File: config.mk
export PLATFORM = sky130hd
export DESIGN_NAME = gate_sweep_ctrl
export DESIGN_NICKNAME = d
export VERILOG_FILES = /design/src/rtl/gate_pkg.sv /design/src/rtl/gate3_ref.sv /design/src/rtl/gate_sweep_ctrl.sv
export SDC_FILE = /design/constraint.sdc
export NUM_CORES = 1
export LEC_CHECK = 0
export CORE_MARGIN = 3
export CORE_UTILIZATION = 40
export CTS_CLUSTER_SIZE = 30
export DETAILED_ROUTE_END_ITERATION = 8
export DONT_BUFFER_PORTS = 1
export GPL_ROUTABILITY_DRIVEN = 0
export GPL_TIMING_DRIVEN = 0
export PLACE_DENSITY = 0.62
export SYNTH_ARGS = -nofsm -noshare
export SYNTH_HDL_FRONTEND = slang
export SYNTH_SLANG_ARGS = --single-unit
File: constraint.sdc
create_clock -name clk -period 2.3 [get_ports clk]
set_input_delay 0 -clock clk [delete_from_list [all_inputs] [get_ports clk]]
set_output_delay 0 -clock clk [all_outputs]
set_load 0.05 [all_outputs]
File: src/rtl/gate_pkg.sv
// Shared types and constants for the gate sweep controller.
// Holds the FSM state encoding and the sweep length.
package gate_pkg;

    localparam int NUM_VEC = 8;
    localparam int VEC_W   = 3;

    typedef enum logic [1:0] {
        ST_IDLE   = 2'd0,
        ST_SETTLE = 2'd1,
        ST_CHECK  = 2'd2,
        ST_DONE   = 2'd3
    } state_e;

endpackage

File: src/rtl/gate3_ref.sv
// Golden model of the 3-input gate unit under test.
// Produces the expected AND and NAND outputs for a vector.
module gate3_ref (
    input  logic a,
    input  logic b,
    input  logic c,
    output logic exp_and,
    output logic exp_nand
);

    assign exp_and  = a & b & c;
    assign exp_nand = ~(a & b & c);

endmodule

File: src/rtl/gate_sweep_ctrl.sv
// Sweeps all eight input vectors through a 3-input gate unit
// and scores its AND/NAND outputs against a golden model.
module gate_sweep_ctrl
    import gate_pkg::*;
#(
    parameter int SETTLE = 2
) (
    input  logic       clk,
    input  logic       rst_n,
    input  logic       start,
    input  logic       abort,
    input  logic       x_in,
    input  logic       y_in,
    output logic       a,
    output logic       b,
    output logic       c,
    output logic       busy,
    output logic       done,
    output logic       pass,
    output logic [3:0] err_count,
    output logic [7:0] fail_vec
);

    localparam logic [3:0] CNT_INIT = 4'(SETTLE - 1);
    localparam logic [2:0] LAST_VEC = 3'(NUM_VEC - 1);
    localparam logic [3:0] ERR_MAX  = 4'(NUM_VEC);

    state_e     state;
    logic [2:0] idx;
    logic [3:0] cnt;
    logic       exp_and;
    logic       exp_nand;
    logic       mism;
    logic [3:0] err_inc;

    // idx is cleared whenever the block returns to IDLE,
    // so the gate inputs read 0 while idle.
    assign {a, b, c} = idx;

    gate3_ref u_ref (
        .a        (a),
        .b        (b),
        .c        (c),
        .exp_and  (exp_and),
        .exp_nand (exp_nand)
    );

    assign mism = (x_in != exp_and) | (y_in != exp_nand);

    assign err_inc = (err_count == ERR_MAX) ?
                     err_count : err_count + 4'd1;

    // Sweep FSM with counters and scoreboard; abort beats CHECK.
    always_ff @(posedge clk) begin
        if (!rst_n) begin
            state     <= ST_IDLE;
            idx       <= 3'd0;
            cnt       <= 4'd0;
            busy      <= 1'b0;
            done      <= 1'b0;
            pass      <= 1'b0;
            err_count <= 4'd0;
            fail_vec  <= 8'd0;
        end else begin
            done <= 1'b0;
            if (state != ST_IDLE && abort) begin
                state <= ST_IDLE;
                idx   <= 3'd0;
                cnt   <= 4'd0;
                busy  <= 1'b0;
                pass  <= 1'b0;
            end else begin
                unique case (state)
                    ST_IDLE: begin
                        if (start && !abort) begin
                            idx       <= 3'd0;
                            err_count <= 4'd0;
                            fail_vec  <= 8'd0;
                            pass      <= 1'b0;
                            cnt       <= CNT_INIT;
                            busy      <= 1'b1;
                            state     <= ST_SETTLE;
                        end
                    end
                    ST_SETTLE: begin
                        if (cnt == 4'd0) begin
                            state <= ST_CHECK;
                        end else begin
                            cnt <= cnt - 4'd1;
                        end
                    end
                    ST_CHECK: begin
                        if (mism) begin
                            fail_vec[idx] <= 1'b1;
                            err_count     <= err_inc;
                        end
                        if (idx == LAST_VEC) begin
                            state <= ST_DONE;
                            done  <= 1'b1;
                            pass  <= !mism && (err_count == 4'd0);
                        end else begin
                            idx   <= idx + 3'd1;
                            cnt   <= CNT_INIT;
                            state <= ST_SETTLE;
                        end
                    end
                    ST_DONE: begin
                        state <= ST_IDLE;
                        idx   <= 3'd0;
                        busy  <= 1'b0;
                    end
                    default: begin
                        state <= ST_IDLE;
                        idx   <= 3'd0;
                        busy  <= 1'b0;
                    end
                endcase
            end
        end
    end

endmodule
==> summary.md, run 1 <==
| Metric | Value |
|---|---|
| First-pass GRT wire length | ~4600 um |
| Setup TNS | 0 ns |
| Post-Syn Instances | about 140 |
| Most common cell after layout, fill and taps aside | dfxtp_1 |
| Power Total | 0.0008609 W |
| Setup slack after layout | 0.1839 ns |
| DP HPWL | 2043 um |
| Post-Syn Nets | ~150 |
| Worst-path clk slew | 0.14 ns |
| # diodes | 0 |
| Post-cts resize count | 0 |
| I/O Buffers | 0 |
| Seq/Total Area, Yosys | 37.94% |
| Initial antenna violation count | 0 |
| R2r startpoint | idx[1]$_SDFFE_PP0P_ |
| CTS max path bufs | 2 |
| GR Util All Layers | 14.02% |
| Leading area contributor after synthesis | dfxtp_1 |
| Via count | 1093 |
| Hold Vio Cnt, Final | 0 |
| Area growth from synthesis to layout | 9.881% |
| Startpoint types | flip-flop |
| Die height | 62.27 um |
| Largest net degree at the start of global routing | 15 |
| Fmax achieved | 472.6 MHz |
| Worst-margin pin slew | 0.7449 ns |
| TritonCTS Buffers | 3 |
| Sink Count | 24 |
| Number of global-route vias before repair | 1040 |
| Arrival time at the worst endpoint | approximately 2.3 ns |
| Placed insts | 184 |
| Yosys cell types | 44 |
| Skew-Pair Late Insertion Delay | 0.32 ns |
| Synth area leaders | dfxtp_1 (38%), ha_1 (5.9%), a32o_1 (4.0%), nand2b_1 (4.0%), nand2_1 (3.3%) |
| Cell Area, Synth | roughly 1300 um2 |
| Crit Path Max Fanout | 9 |
| Worst ir drop on vdd | 0.2248 mV |
| Final cycle utilization of the critical path | between 90% and 100% |
| Switching pwr | 0.0002143 W |
| Critical Path End | cnt[3]$_SDFFE_PP0P_ |
| Initial Util | between 40% and 50% |
| Layout cells sized above 1 | 8.784% |
| Crit Path Category | reg2reg |
| Average routed wire per standard cell | 14.13 um |
| Power density cells | 618.7 nW/um2 |
| EDFF count, synth | 0 |
| # setup viols final | 0 |
| Leakage | 0.5182 nW |
| Top cell type's share of synthesized area | 37.94% |
| Internal power | 0.0006466 W |
| GRT Residual Overflow | 0 |
| RSZ-0062 raised after global routing | no |
| H-tree depth | 1 |
| Root Buffer | clkbuf_4 |
| Initial DRT Pass Iterations | 4 |
| Relative slew slack | 50.27% |
| Syn_area_per_cell | around 8.9 um2 |
| Ys flop type | dfxtp_1 |
| Die area | 3877 um2 |
| Vias per cell | roughly 5.8 |
| Detail Route Antenna Nets | 0 |
| Die extent in x | 62.27 um |
| Most frequent cells in the layout | dfxtp_1 (24), nand2_1 (11), inv_1 (9) |
| Fin crit period | 2.116 ns |
| WHS | ~0.044 ns |
| Worst reg2reg path depth | 6 |
| Register-to-register setup slack | ~0.18 ns |
| RR Endpoint | cnt[3]$_SDFFE_PP0P_ |
| Reg power frac | 52.0% |
| CTS tree | yes |
| Synth Warn # | 0 |
| I/O Pins | 24 |
| Clock power share | 36.2% |
| Hold wc startpoint | start |
| Worst Hold Class | in2reg |
| Combinational fraction of design power | 11.9% |
| Area of the core | about 2900 um2 |
| Net Sw Frac | 24.89% |
| Outcome | finished clean |
| Final net count | approximately 160 |
| DR DRC count | 0 |
| Finished Layout Cells | 190 |
| #FFs+latches synth | 24 |
| Total Routed Length | 2685 um |
| Slew Limit Fails | 0 |
| Max cap viols | 0 |
| CP Capture Type | flip-flop |
| Async SR Flop Fraction | 0% |
| Worst slack, placed | between 0.15 and 0.2 ns |
| Placement Rows | 19 |
| Skew final | 0.006114 ns |
| DRT iter0 DRCs | 24 |
| CP required | between 2 and 3 ns |
| CP startpoint | idx[1]$_SDFFE_PP0P_ |
==> power groups by stage <==
| stage | Combinational, W | Clock (W) | Sequential (W) |
|---|---|---|---|
| finish | 0.000102 | 0.000311 | 0.000448 |
| global route | 0.000113 | 0.000335 | 0.000450 |
| CTS | 0.000102 | 0.000317 | 0.000448 |
| detailed placement | 0.0000995 | 0 | 0.000457 |
| global placement | 0.0000949 | 0 | 0.000457 |
| floorplan | 0.0000806 | 0 | 0.000455 |
==> layer usage <==
metal	wire length, um	track usage [%]	up-vias
met5	0	0	-
met4	31	5.234	0
met3	133	3.604	4
met2	1303	25.00	21
met1	1216	16.02	523
li1	-	-	545
==> flip-flops by register name (all words and copies together), names as in the netlist <==
register and count:
state 2, fail_vec 8, err_count 4, idx 3
done 1, cnt 4, pass 1, busy 1
==> kinds of logic (layout without fill, tap and decap cells) <==
group,Yosys count,in the layout,share of synthesized area (%)
adder cells (fa/ha/maj),6,6,5.929
buffers and inverters,15,21,5.039
flip-flops,24,24,37.94
multiplexers,3,3,2.470
AO/OA/AOI/OAI,36,36,20.65
AND/OR/NAND/NOR,58,58,27.97
==> critical path: stages, from the launching register on <==
cell	delay, ns
dfxtp_1	0.83
ha_1	0.27
ha_1	0.24
nor3b_1	0.09
a211oi_2	0.35
nor4_1	0.11
mux2i_1	0.13
==> worst min path at each step <==
stage	cells past startpoint	endpoint
detailed placement	2	state[0]$_SDFFE_PP0P_
finish	4	pass$_SDFFE_PP0P_
global placement	2	state[0]$_SDFFE_PP0P_
CTS	4	pass$_SDFFE_PP0P_
floorplan	2	state[0]$_SDFFE_PP0P_
global route	4	pass$_SDFFE_PP0P_
==> final cells by class <==
| type | count | area, um2 |
|---|---|---|
| multi-input cells | 103 | 721.9 |
| clock buffers | 3 | 22.52 |
| fillers | 281 | 1485 |
| repair buffers | 2 | 20.02 |
| plain buffers | 6 | 30.03 |
| clock inverters | 1 | 30.03 |
| well taps | 42 | 52.55 |
| inverters | 9 | 33.78 |
| flip-flops and latches | 24 | 480.5 |
==> per-stage QoR <==
stage | instance area, um2 | util [%]
2_1_floorplan | 1266 | -
3_3_place_gp | 1319 | 45.85
3_5_place_dp | 1319 | 45.85
4_1_cts | 1391 | 48.37
5_1_grt | 1391 | 48.37
6_report | 1391 | 48.37
==> Yosys cell counts, drive strengths merged (4+ instances only) <==
library cell  instances
nand2                11
inv                   9
nand3                 7
dfxtp                24
a21oi                 8
nor2                  7
o31ai                 5
nand2b                9
ha                    6
a32o                  5
buf                   4
==> timing repair <==
item	CTS	global route
hold endpoints to repair	2	0
hold buffers	2	0
setup buffers	0	0
Power figures use the tool's default switching activity.
==> run 2: changes to the inputs <==
--- a/config.mk
+++ b/config.mk
@@ -5,14 +5,17 @@
 export SDC_FILE = /design/constraint.sdc
 export NUM_CORES = 1
 export LEC_CHECK = 0
+export ABC_AREA = 1
+export CELL_PAD_IN_SITES_DETAIL_PLACEMENT = 2
+export CELL_PAD_IN_SITES_GLOBAL_PLACEMENT = 2
 export CORE_MARGIN = 3
-export CORE_UTILIZATION = 40
+export CORE_UTILIZATION = 34
 export CTS_CLUSTER_SIZE = 30
 export DETAILED_ROUTE_END_ITERATION = 8
 export DONT_BUFFER_PORTS = 1
 export GPL_ROUTABILITY_DRIVEN = 0
 export GPL_TIMING_DRIVEN = 0
-export PLACE_DENSITY = 0.62
+export PLACE_DENSITY = 0.84
 export SYNTH_ARGS = -nofsm -noshare
 export SYNTH_HDL_FRONTEND = slang
 export SYNTH_SLANG_ARGS = --single-unit
==> run 2 against run 1 <==
Area after synthesis down 1.2%. Wire length up 40%. Design area down 0.45%. Utilization down 8.1 points. Non-clock buffer count down 3. Critical path depth up 1. Synthesized cell count up 21%. Maximum frequency up 8.2%. Die area up 15%. Via count up 8.6%. Largest power group unchanged.
==> summary.md, run 2 <==
| Metric | Value |
|---|---|
| Outcome | finished clean |
| RR Endpoint | err_count[2]$_SDFFE_PN0P_ |
| Worst reg2reg path depth | 7 |
| Vias per cell | ~5.3 |
| Worst-path clk slew | roughly 0.090 ns |
| Synth Warn # | 0 |
| Crit Path Max Fanout | 10 |
| Die height | about 67 um |
| Power density cells | ~1000 nW/um2 |
| # diodes | 0 |
| Ys flop type | dfxtp_1 |
| Buffers and inverters on the worst path | 1 |
| Leading area contributor after synthesis | dfxtp_1 |
| Top sig layer | met4 |
| CP required | between 2 and 3 ns |
| Worst Hold End | idx[2]$_SDFFE_PP0P_ |
| Leakage | about 0.56 nW |
| Top cell family by delay on the critical path | flip-flops |
| I/O Buffers | 0 |
| DR DRC count | 0 |
| Initial antenna violation count | 0 |
| Total Routed Length | 3760 um |
| Worst-margin pin slew | roughly 0.76 ns |
| Post-Syn Nets | 184 |
| Detail Route Antenna Nets | 0 |
| Post-CTS setup buffer count | 0 |
| Placement Rows | 21 |
| CTS max path bufs | 2 |
| Sink Count | 24 |
| GR Util All Layers | 19.26% |
| Die extent in x | 66.67 um |
| TritonCTS Buffers | 3 |
| Fmax achieved | around 500 MHz |
| Worst ir drop on vdd | 0.3797 mV |
| Worst path most repeated cell | nand2_1 |
| Routed wl met2 | 2025 um |
| Final cycle utilization of the critical path | between 80% and 90% |
| Reg with most FFs | fail_vec |
| Routed wl met3 | around 160 um |
| Finished Layout Cells | ~220 |
| DP HPWL | 2855 um |
| Skew-Pair Late Insertion Delay | around 0.27 ns |
| I/O Pins | 24 |
| Largest net degree at the start of global routing | 14 |
| Number of global-route vias before repair | 1330 |
| Area of the core | 3442 um2 |
| Worst path depth | 7 |
| Arrival time at the worst endpoint | 2.15 ns |
| Most common cell after layout, fill and taps aside | nand2_1 |
| Area after DPL | between 1000 and 1500 um2 |
| Hold wc startpoint | abort |
| First-pass GRT wire length | 6513 um |
| Worst path slowest cell | dfxtp_1 |
| Slew Limit Fails | 0 |
| # setup viols final | 0 |
| Setup TNS | 0 ns |
| R2r startpoint | idx[2]$_SDFFE_PP0P_ |
| Layout cells sized above 1 | about a tenth |
| Cell Area, Synth | around 1300 um2 |
| Initial Util | 36.35% |
| Final net count | 191 |
| Seq/Total Area, Yosys | 38.40% |
| Hold Vio Cnt, Final | 0 |
| Root Buffer | clkbuf_8 |
| Top cell type's share of synthesized area | 38.40% |
| Crit-path max cell delay | 0.83 ns |
| Register-to-register setup slack | 0.34 ns |
| Initial DRT Pass Iterations | 4 |
| Die area | 4444 um2 |
| CP cell instances | nand2_1 > nor2_1 > nand2_1 > nand3_2 > buf_4 > nand4_1 > a21oi_1 |
| Metal-1 WL | 1492 um |
| Yosys cell types | 21 |
| Placed insts | 218 |
| Post-Syn Instances | approximately 170 |
| Synth area leaders | dfxtp_1 (38%), nand2_1 (8.7%), inv_1 (7.8%), a21oi_1 (7.6%), ha_1 (6.0%) |
| H-tree depth | 1 |
| Synth cell count leaders | nand2_1 (29), inv_1 (26), dfxtp_1 (24) |
| Largest register FFs | 8 |
| Average routed wire per standard cell | 16.79 um |
| RSZ-0062 raised after global routing | no |
| EDFF count, synth | 0 |
| Fin crit period | 1.955 ns |
| Skew final | approximately 0.0042 ns |
| WHS | 0.04308 ns |
| Crit Path Category | reg2reg |
| CP Capture Type | flip-flop |
| DRT iter0 DRCs | 33 |
| CTS tree | yes |
| Hold path depth | 3 |
| Max cap viols | 0 |
| GRT Residual Overflow | 0 |
| Startpoint types | flip-flop |
| #FFs+latches synth | 24 |
| Area growth from synthesis to layout | 10.70% |
| Largest regs | fail_vec: 8 flops, cnt: 4 flops, err_count: 4 flops |
| Final Instance Area | ~1400 um2 |
| Async SR Flop Fraction | 0% |
| Most frequent cells in the layout | nand2_1 (29), inv_1 (26), dfxtp_1 (23) |
| Worst Hold Class | in2reg |
| Count leader, synth | nand2_1 |
| Power Total | 0.001419 W |
| Relative slew slack | 49.07% |
| Syn_area_per_cell | approximately 7.3 um2 |
| Via count | 1187 |
==> run 2: report_power, final <==
part           total (W)  internal (W)  switching [W]
clock network   0.000296      0.000153       0.000143
logic           0.000436      0.000143       0.000293
registers       0.000687      0.000473       0.000214
==> run 2: kinds of logic (layout without fill, tap and decap cells) <==
kind of cell | Yosys count | in the layout | synth area share [%]
adder cells (fa/ha/maj) | 6 | 6 | 6.000
flip-flops | 24 | 24 | 38.40
AND/OR/NAND/NOR | 81 | 81 | 31.80
AO/OA/AOI/OAI | 25 | 25 | 11.10
XOR/XNOR | 4 | 4 | 2.801
buffers and inverters | 32 | 38 | 9.900
==> run 2: stage by stage <==
| step | utilization [%] | worst slack (ns) |
|---|---|---|
| 2_1_floorplan | - | 0.6296 |
| 3_3_place_gp | 38.02 | 0.3618 |
| 3_5_place_dp | 38.02 | 0.2620 |
| 4_1_cts | 40.20 | 0.2579 |
| 5_1_grt | 40.24 | 0.09631 |
| 6_report | 40.24 | 0.3446 |
==> run 2: how the worst max path moves through the flow <==
stage                        startpoint                   endpoint  slack (ns)
floorplan           idx[0]$_SDFFE_PP0P_  err_count[0]$_SDFFE_PN0P_        0.63
global placement    idx[0]$_SDFFE_PP0P_  err_count[0]$_SDFFE_PN0P_        0.36
detailed placement  idx[0]$_SDFFE_PP0P_  err_count[2]$_SDFFE_PN0P_        0.26
CTS                 idx[0]$_SDFFE_PP0P_  err_count[2]$_SDFFE_PN0P_        0.26
global route        idx[2]$_SDFFE_PP0P_   fail_vec[4]$_SDFFE_PN0P_         0.1
finish              idx[2]$_SDFFE_PP0P_  err_count[2]$_SDFFE_PN0P_        0.34
==> run 2: cell type report <==
type	count	area, um2
buffer	3	15.01
clock buffer	4	55.05
tap	46	57.56
multi-input combinational	116	646.9
timing repair buffer	2	20.02
sequential	24	481.7
inverter	29	108.9
fill	420	2057
==> run 2: metal layers <==
metal / GRT usage [%] / vias up
met5: 0 / -
met1: 20.65 / 582
met3: 4.047 / 9
met4: 6.599 / 0
li1: - / 573
met2: 36.63 / 23
==> run 2: tightest hold or removal path, cell delays in order <==
cell	delay, ns
o21ai_2	0.09
nand2_1	0.12
a211oi_1	0.06
==> run 2: what timing repair did <==
item / in CTS / in global routing
resized for setup: 0 / 1
hold buffers: 2 / 0
endpoints found under the hold margin: 7 / 0
setup endpoints to repair: 0 / 1
==> run 3: changes to the inputs <==
--- a/config.mk
+++ b/config.mk
@@ -16,6 +16,7 @@
 export GPL_ROUTABILITY_DRIVEN = 0
 export GPL_TIMING_DRIVEN = 0
 export PLACE_DENSITY = 0.84
+export SETUP_SLACK_MARGIN = 0.5
 export SYNTH_ARGS = -nofsm -noshare
 export SYNTH_HDL_FRONTEND = slang
 export SYNTH_SLANG_ARGS = --single-unit
==> run 3 against run 2 <==
Register-to-register slack improved by 0.33 ns. Sequential cell count did not move. Total power rose by 1.1%. Setup slack improved by 0.33 ns. Combinational power barely moved. Clock skew fell by 0.0019 ns.
==> summary.md, run 3 (same netlist as run 2, synthesis figures left out) <==
| Metric | Value |
|---|---|
| # setup viols final | 0 |
| Largest net degree at the start of global routing | 14 |
| Most frequent cells in the layout | nand2_1 (29), inv_1 (26), nor2_1 (19), a21oi_1 (19), dfxtp_1 (19) |
| Slew Limit Fails | 0 |
| Total Routed Length | 3839 um |
| Hold Vio Cnt, Final | 0 |
| DP HPWL | 2855 um |
| # diodes | 0 |
| First-pass GRT wire length | 6513 um |
| Worst-margin pin slew | 0.6683 ns |
| Placed insts | 218 |
| Root Buffer | clkbuf_8 |
| CTS tree | yes |
| Outcome | finished clean |
| Area of the core | between 3000 and 4000 um2 |
| Layout cells sized above 1 | 12.36% |
| DR DRC count | 0 |
| Initial antenna violation count | 0 |
| GR Util All Layers | 19.26% |
| Max cap viols | 0 |
| H-tree depth | 1 |
| Largest regs | fail_vec: 8 flops, cnt: 4 flops, err_count: 4 flops |
| I/O Buffers | 0 |
| Largest register FFs | 8 |
| Finished Layout Cells | 224 |
| Worst ir drop on vdd | 0.3823 mV |
| Initial Util | between 30% and 40% |
| Skew final | 0.002264 ns |
| Arrival time at the worst endpoint | 1.83 ns |
| GRT Residual Overflow | 0 |
| GRT Max-Usage Layer | met2 |
| Crit Path Max Fanout | 6 |
| RSZ-0062 raised after global routing | no |
| Die area | 4444 um2 |
| Leakage | 0.5648 nW |
| Relative slew slack | 55.38% |
| Fillers | 424 |
| Most common cell after layout, fill and taps aside | nand2_1 |
| Reg with most FFs | fail_vec |
| Crit Path Category | reg2reg |
| Met1 GRT Util | 20.65% |
| TritonCTS Buffers | 3 |
| Initial DRT Pass Iterations | 4 |
| Area growth from synthesis to layout | 11.90% |
| Register-to-register setup slack | between 0.6 and 0.7 ns |
| I/O Pins | 24 |
| Final net count | 191 |
| Skew-Pair Late Insertion Delay | 0.27 ns |
| WHS | a little under 0.03 ns |
| Startpoint types | flip-flop |
| Final cycle utilization of the critical path | 70.61% |
| Fmax achieved | around 600 MHz |
| Number of global-route vias before repair | 1330 |
| Vias per cell | 5.286 |
| Placement Rows | 21 |
| Post-CTS setup buffer count | 0 |
| GR Util met2 | 36.63% |
| Via count | 1184 |
| Met3 GRT Util | 4.047% |
| Sink Count | 24 |
| Die height | ~67 um |
| Worst-path clk slew | 0.09 ns |
| Fin crit period | 1.624 ns |
| Power density cells | 1025 nW/um2 |
| Die extent in x | ~67 um |
| CTS max path bufs | 2 |
| Average routed wire per standard cell | about 17 um |
| Setup slack after layout | 0.6759 ns |
| Worst Hold Class | in2reg |
| Worst slack, placed | 0.2620 ns |
| DRT iter0 DRCs | 27 |
| Setup TNS | 0 ns |
| CP required | 2.50 ns |
| CP Capture Type | flip-flop |
| Detail Route Antenna Nets | 0 |
[run 3: cell counts in the layout (fill, tap and decap cells not counted)]
Identical to the previous run, type by type.
[run 3: layout make-up]
| type | instances | area, um2 | area share (%) |
|---|---|---|---|
| Sequential cell | 24 | 496.7 | 35.48 |
| Buffer | 3 | 15.01 | 1.072 |
| Timing Repair Buffer | 2 | 20.02 | 1.430 |
| Clock buffer | 4 | 55.05 | 3.932 |
| Tap cell | 46 | 57.56 | 4.111 |
| Multi-Input combinational cell | 116 | 646.9 | 46.20 |
| Inverter | 29 | 108.9 | 7.775 |
[run 3: timing repair]
action                     4_1_cts  5_1_grt
hold endpoints to repair         7        0
hold buffers                     2        0
setup endpoints to repair       19       14
cloned                           0        0
gates resized for setup          5        4
[run 3: path summary, 6_finish.rpt]
kind / from / endpoint / cells after the start
worst max-delay path: err_count[2]$_SDFFE_PN0P_ / err_count[0]$_SDFFE_PN0P_ / 8
worst min-delay path: abort / idx[2]$_SDFFE_PP0P_ / 3
worst max register to register: err_count[2]$_SDFFE_PN0P_ / err_count[0]$_SDFFE_PN0P_ / 8
worst min register to register: cnt[3]$_SDFFE_PP0P_ / cnt[3]$_SDFFE_PP0P_ / 2
[run 3: per-layer routing]
| layer | up-vias | routed length [um] |
|---|---|---|
| li1 | 573 | - |
| met1 | 580 | 1478 |
| met2 | 22 | 2115 |
| met3 | 9 | 162 |
| met4 | 0 | 82 |
| met5 | - | 0 |
[run 3: where the power goes]
part           leakage [nW]  internal [W]  switching [W]
clock network        0.0288      0.000153       0.000149
logic                 0.338      0.000142       0.000294
registers             0.198      0.000483       0.000214
total                 0.565      0.000778       0.000657
[run 3: critical path: stages, from the launching register on]
cell     delay (ns)
dfxtp_1        0.76
inv_1          0.09
nand3_1        0.10
nor2_1         0.09
nor2_4         0.15
nand3_2        0.13
nand2_1        0.09
inv_1          0.04
nor2_1         0.10
[run 3: through the flow]
step | power, W | cell area (um2) | util [%]
4_1_cts | 0.001437 | 1390 | 40.39
2_1_floorplan | 0.0009921 | 1251 | -
3_3_place_gp | 0.001072 | 1309 | 38.02
3_5_place_dp | 0.001127 | 1309 | 38.02
5_1_grt | 0.001534 | 1400 | 40.68
6_report | 0.001435 | 1400 | 40.68
